**config.mk**
```make
export PLATFORM = sky130hd
export DESIGN_NAME = led_status_capture
export DESIGN_NICKNAME = d
export VERILOG_FILES = /design/src/rtl/led_status_capture.sv
export SDC_FILE = /design/constraint.sdc
export NUM_CORES = 1
export LEC_CHECK = 0
export CAP_MARGIN = 20
export CORE_AREA = 5 5 84 101
export DETAILED_ROUTE_END_ITERATION = 10
export DIE_AREA = 0 0 89 106
export GPL_TIMING_DRIVEN = 0
export PLACE_DENSITY = 0.67
export SLEW_MARGIN = 20
export SYNTH_ARGS = -nofsm -noshare
export SYNTH_HDL_FRONTEND = slang
export SYNTH_SLANG_ARGS = --single-unit
```
**constraint.sdc**
```tcl
create_clock -name clk -period 5.4 [get_ports clk]
set_input_delay 0.81 -clock clk [delete_from_list [all_inputs] [get_ports clk]]
set_output_delay 0.81 -clock clk [all_outputs]
set_load 0.01 [all_outputs]
```
**src/rtl/led_status_capture.sv**
```systemverilog
// Front-panel LED status latch: synchronised, debounced push-button plus a WIDTH-bit
// LED bank driven in snapshot, live, sticky-OR or blinking-snapshot mode.
module led_status_capture #(
    parameter int unsigned WIDTH           = 16,
    parameter int unsigned DEBOUNCE_CYCLES = 50000,
    parameter int unsigned BLINK_CYCLES    = 12500000
) (
    input  logic             clk,
    input  logic             rst_n,
    input  logic             btn,
    input  logic [1:0]       mode,
    input  logic [WIDTH-1:0] din,
    output logic [WIDTH-1:0] led,
    output logic             btn_level,
    output logic             press,
    output logic [7:0]       press_cnt
);

    localparam int unsigned DW = (DEBOUNCE_CYCLES > 1) ? $clog2(DEBOUNCE_CYCLES) : 1;
    localparam int unsigned BW = (BLINK_CYCLES > 1) ? $clog2(BLINK_CYCLES) : 1;

    localparam logic [DW-1:0] DebounceLast = DW'(DEBOUNCE_CYCLES - 1);
    localparam logic [BW-1:0] BlinkLast    = BW'(BLINK_CYCLES - 1);

    logic             s1;
    logic             s2;
    logic             lvl_d;
    logic [DW-1:0]    dcnt;
    logic [BW-1:0]    bcnt;
    logic             phase;
    logic [WIDTH-1:0] snap;

    // Two-flop synchroniser and debouncer; any agreeing sample restarts the count.
    always_ff @(posedge clk or negedge rst_n) begin
        if (!rst_n) begin
            s1        <= 1'b0;
            s2        <= 1'b0;
            btn_level <= 1'b0;
            dcnt      <= '0;
            lvl_d     <= 1'b0;
        end else begin
            s1    <= btn;
            s2    <= s1;
            lvl_d <= btn_level;
            if (s2 == btn_level) begin
                dcnt <= '0;
            end else if (dcnt == DebounceLast) begin
                btn_level <= s2;
                dcnt      <= '0;
            end else begin
                dcnt <= dcnt + 1'b1;
            end
        end
    end

    assign press = btn_level & ~lvl_d;

    always_ff @(posedge clk or negedge rst_n) begin
        if (!rst_n) begin
            press_cnt <= 8'd0;
        end else if (press) begin
            press_cnt <= press_cnt + 8'd1;
        end
    end

    always_ff @(posedge clk or negedge rst_n) begin
        if (!rst_n) begin
            snap <= '0;
        end else begin
            unique case (mode)
                2'd0, 2'd3: if (press) snap <= din;
                2'd1:       snap <= din;
                2'd2:       snap <= press ? din : (snap | din);
                default:    snap <= snap;
            endcase
        end
    end

    // A press in blink mode restarts a full visible half-period.
    always_ff @(posedge clk or negedge rst_n) begin
        if (!rst_n) begin
            bcnt  <= '0;
            phase <= 1'b1;
        end else if (mode == 2'd3) begin
            if (press) begin
                bcnt  <= '0;
                phase <= 1'b1;
            end else if (bcnt == BlinkLast) begin
                bcnt  <= '0;
                phase <= ~phase;
            end else begin
                bcnt <= bcnt + 1'b1;
            end
        end else begin
            bcnt  <= '0;
            phase <= 1'b1;
        end
    end

    always_comb begin
        led = snap;
        if (mode == 2'd3 && !phase) begin
            led = '0;
        end
    end

endmodule

```
==> metrics.md <==
| Metric | Value |
|---|---|
| Status | `complete, no violations` |
| Vias in the first global route | `2,466` |
| Initial antenna violation count | `0` |
| WL per Instance | `14.0 microns` |
| Clock Sinks | `69` |
| CP Data Arrival Time | `2.67 ns` |
| Drt first pass iters | `5` |
| Tightest Pin Transition | `0.665 ns` |
| Area growth syn-to-layout | `24.9%` |
| Final period util | `64.4%` |
| Worst R2R Start | `bcnt[0]` |
| Post-DRT Antenna Nets | `0` |
| CP Launch Point | `mode[1]` |
| Critical path class | `in -> out` |
| Clock skew | `0.0123 ns` |
| M3 GR Usage | `4.11%` |
| First-pass GRT wire length | `11.4 mm` |
| Post-Syn Nets | `332` |
| Placer congestion estimate | `0.775` |
| FP Rows | `35` |
| Largest net degree at the start of global routing | `46` |
| Mapped Area | `3210 sq um` |
| CP dominant cell by count | `clkdlybuf4s50_1` |
| Worst Setup Start Kind | `input port` |
| Vias per cell | `5.36` |
| Buffers on Ports | `46` |
| Max_slew headroom | `55.3%` |
| Die height | `106 microns` |
| CTS root buffer | `clkbuf_8` |
| Clk Latency, worst-skew pair | `0.34 ns` |
| ANT cells | `0` |
| Sequential area share after synthesis | `53.8%` |
| Final core area utilization | `53.5%` |
| Met2 usage | `26.1%` |
| Die Width | `89 microns` |
| Library cells used by synthesis | `33` |
| Worst setup EP type | `primary output` |
| Flops & latches, synth | `69` |
| Number of CTS-inserted buffers | `9` |
| Crit path cell chain | `clkdlybuf4s50_1, ha_1, nand2b_1, clkbuf_1, and2_1, clkdlybuf4s50_1` |
| Maximum clock frequency | `0.288 GHz` |
| Synth Area per Inst | `10.5 sq um` |
| Crit-path max cell delay | `0.53 ns` |
| Count of final setup violators | `0` |
| Initial Utilization | `42.9%` |
| Setup tns final | `0 ns` |
| Synthesized instance count | `306` |
| Critical path's top delay family | `buffers and inverters` |
| DR vias | `2,465` |
| Yosys warnings | `0` |
| Final nets | `390` |
| Residual DRC | `0` |
| Core Box Area | `7490 sq um` |
| # H-tree levels | `3` |
| Final wirelength | `6.43 mm` |
| Final hold vios | `0` |
| Met1 usage in global routing | `18.4%` |
| Worst hold path type | `reg -> reg` |
| GRT Total Usage | `15.2%` |
| PostCTS Resize Cnt | `0` |
| Initial DRC count | `89` |
| GRT overflow | `0` |
| Die area | `9430 sq um` |
| Layer with the highest usage | `met2` |
| Post-synthesis cell type with the largest combined area | `dfrtp_1` |
| Final Critical Period | `3.48 ns` |
| Required time worst endpoint | `4.59 ns` |
| Critical-path top delay cell | `clkdlybuf4s50_1` |
| CTS clk-pin slew, worst paths | `0.08 ns` |
| Cell Count, Final, Fillers Out | `460` |
| Worst IR Drop VDD | `136 uV` |
| Post-CTS Hold Fix Bufs | `0` |
| Buf+Inv Stages, Crit Path | `3` |
| Slew Limit Fails | `0` |
| IO Count | `47` |
| Area contributors post-synth | `dfrtp_1 (53%), xnor2_1 (5.2%), a22o_1 (4.4%)` |
| Hold_sp | `s1` |
| Clock tree buffer depth | `2` |
| Pwr Total | `1.10 mW` |
| Post-placement cell count | `445` |
| Area share of the largest cell type after synthesis | `53.0%` |
| Postcts setup bufs | `0` |
| RSZ-0062 raised after global routing | `no` |
| Power density over the cells | `275 nW/um^2` |
| Leak Pwr | `1.63 nW` |
| Final HPWL DP | `4.65 mm` |
| CP Max Fanout | `10` |
| Hold Worst Slack | `0.343 ns` |
| CTS tree | `built` |
| Number of max-cap violations | `0` |
| Share of cells above drive strength 1 | `7.34%` |
## worst reg2reg max path: cells and delay by family, from the launching register on
| family | cells | cell delay (ns) |
|---|---|---|
| compound gates | 2 | 0.70 |
| fa+ha+maj | 1 | 0.24 |
| buf+inv | 1 | 0.44 |
| flops | 1 | 0.40 |
| simple gates | 2 | 0.38 |
## layout make-up
cell class / count / area [sq um]
Sequential cell: 69 / 1730
Tap cell: 92 / 115
Clock inverter: 5 / 60.1
Clock buffer: 10 / 138
Inverter: 5 / 18.8
Multi-Input combinational cell: 223 / 1430
Buffer: 9 / 36.3
Timing Repair Buffer: 47 / 485
Fill cell: 683 / 3480
## metal layers
layer | routed length [microns] | up-vias
li1 | - | 1205
met1 | 2830 | 1201
met2 | 3180 | 52
met3 | 335 | 7
met4 | 85 | 0
met5 | 0 | -
## through the flow
stage	cell area, sq um	setup slack, ns
after global routing	4010	1.72
final	4010	1.92
after CTS	4010	1.88
after floorplan	3210	3.07
after detailed placement	3810	1.88
after global placement	3790	1.19
## power by group
group | total [mW] | leakage [nW] | switching [mW] | internal (mW)
Combinational | 0.132 | 0.615 | 0.0551 | 0.0766
Sequential | 0.552 | 0.918 | 0.0124 | 0.540
Clock | 0.419 | 0.0987 | 0.194 | 0.225
Total | 1.10 | 1.63 | 0.262 | 0.841
## sequential cells by signal, indices dropped and copies added, names as in the netlist
name	flops
bcnt	24
btn_level	1
dcnt	16
lvl_d	1
phase	1
press_cnt	8
s1	1
s2	1
snap	16
## cells by family (layout without fill, tap and decap cells)
| group | Yosys count | after routing | synth area share (%) |
|---|---|---|---|
| AO/OA/AOI/OAI | 44 | 44 | 9.20 |
| XOR/XNOR | 31 | 31 | 8.46 |
| adder cells (fa/ha/maj) | 5 | 5 | 1.95 |
| buffers and inverters | 14 | 76 | 1.71 |
| flip-flops | 69 | 69 | 53.8 |
| multiplexers | 1 | 1 | 0.351 |
| AND/OR/NAND/NOR | 142 | 142 | 24.5 |
## placed cells by master, fill, tap and decap left out, drive strengths merged, types with 3 or more instances in the layout
| master | netlist | layout |
|---|---|---|
| clkbuf | 7 | 17 |
| clkdlybuf4s50 | 0 | 45 |
| and2 | 20 | 20 |
| nor3 | 5 | 5 |
| nand3 | 17 | 17 |
| or4 | 7 | 7 |
| xor2 | 12 | 12 |
| xnor2 | 19 | 19 |
| nand2 | 21 | 21 |
| a21oi | 13 | 13 |
| nand4 | 13 | 13 |
| and3 | 3 | 3 |
| buf | 2 | 4 |
| nand2b | 3 | 3 |
| a22o | 16 | 16 |
| or3 | 9 | 9 |
| o31ai | 6 | 6 |
| o21ai | 9 | 9 |
| and4 | 6 | 6 |
| ha | 5 | 5 |
| inv | 5 | 6 |
| nor2 | 30 | 30 |
| dfrtp | 68 | 68 |
## worst paths after layout
kind,cells after the start,slack [ns],endpoint
setup / recovery,6,1.92,led[11]
hold / removal,0,0.34,s2
max in group asynchronous,2,4.44,phase
hold reg to reg,0,0.34,s2
min in group asynchronous,1,0.37,dcnt[9]
setup reg to reg,6,3.10,bcnt[21]
## synthesized netlist by cell type
cell,count
buf_2,2
nor4b_1,2
nand4b_1,1
and4_1,5
nand3_1,16
xor2_1,12
o21ai_0,9
a22o_1,16
nor2_1,30
inv_1,5
clkbuf_1,7
o31ai_1,6
mux2_2,1
and2_1,20
dfrtp_1,68
ha_1,5
a21oi_1,13
xnor2_1,19
dfstp_2,1
or2_2,1
nand4_1,12
or3_2,2
and3_1,3
and4_2,1
nand3_2,1
nor3_1,5
nor4_1,2
nor4bb_1,2
or4_1,7
nand4_2,1
nand2b_1,3
nand2_1,21
or3_1,7
Power figures use the tool's default switching activity.
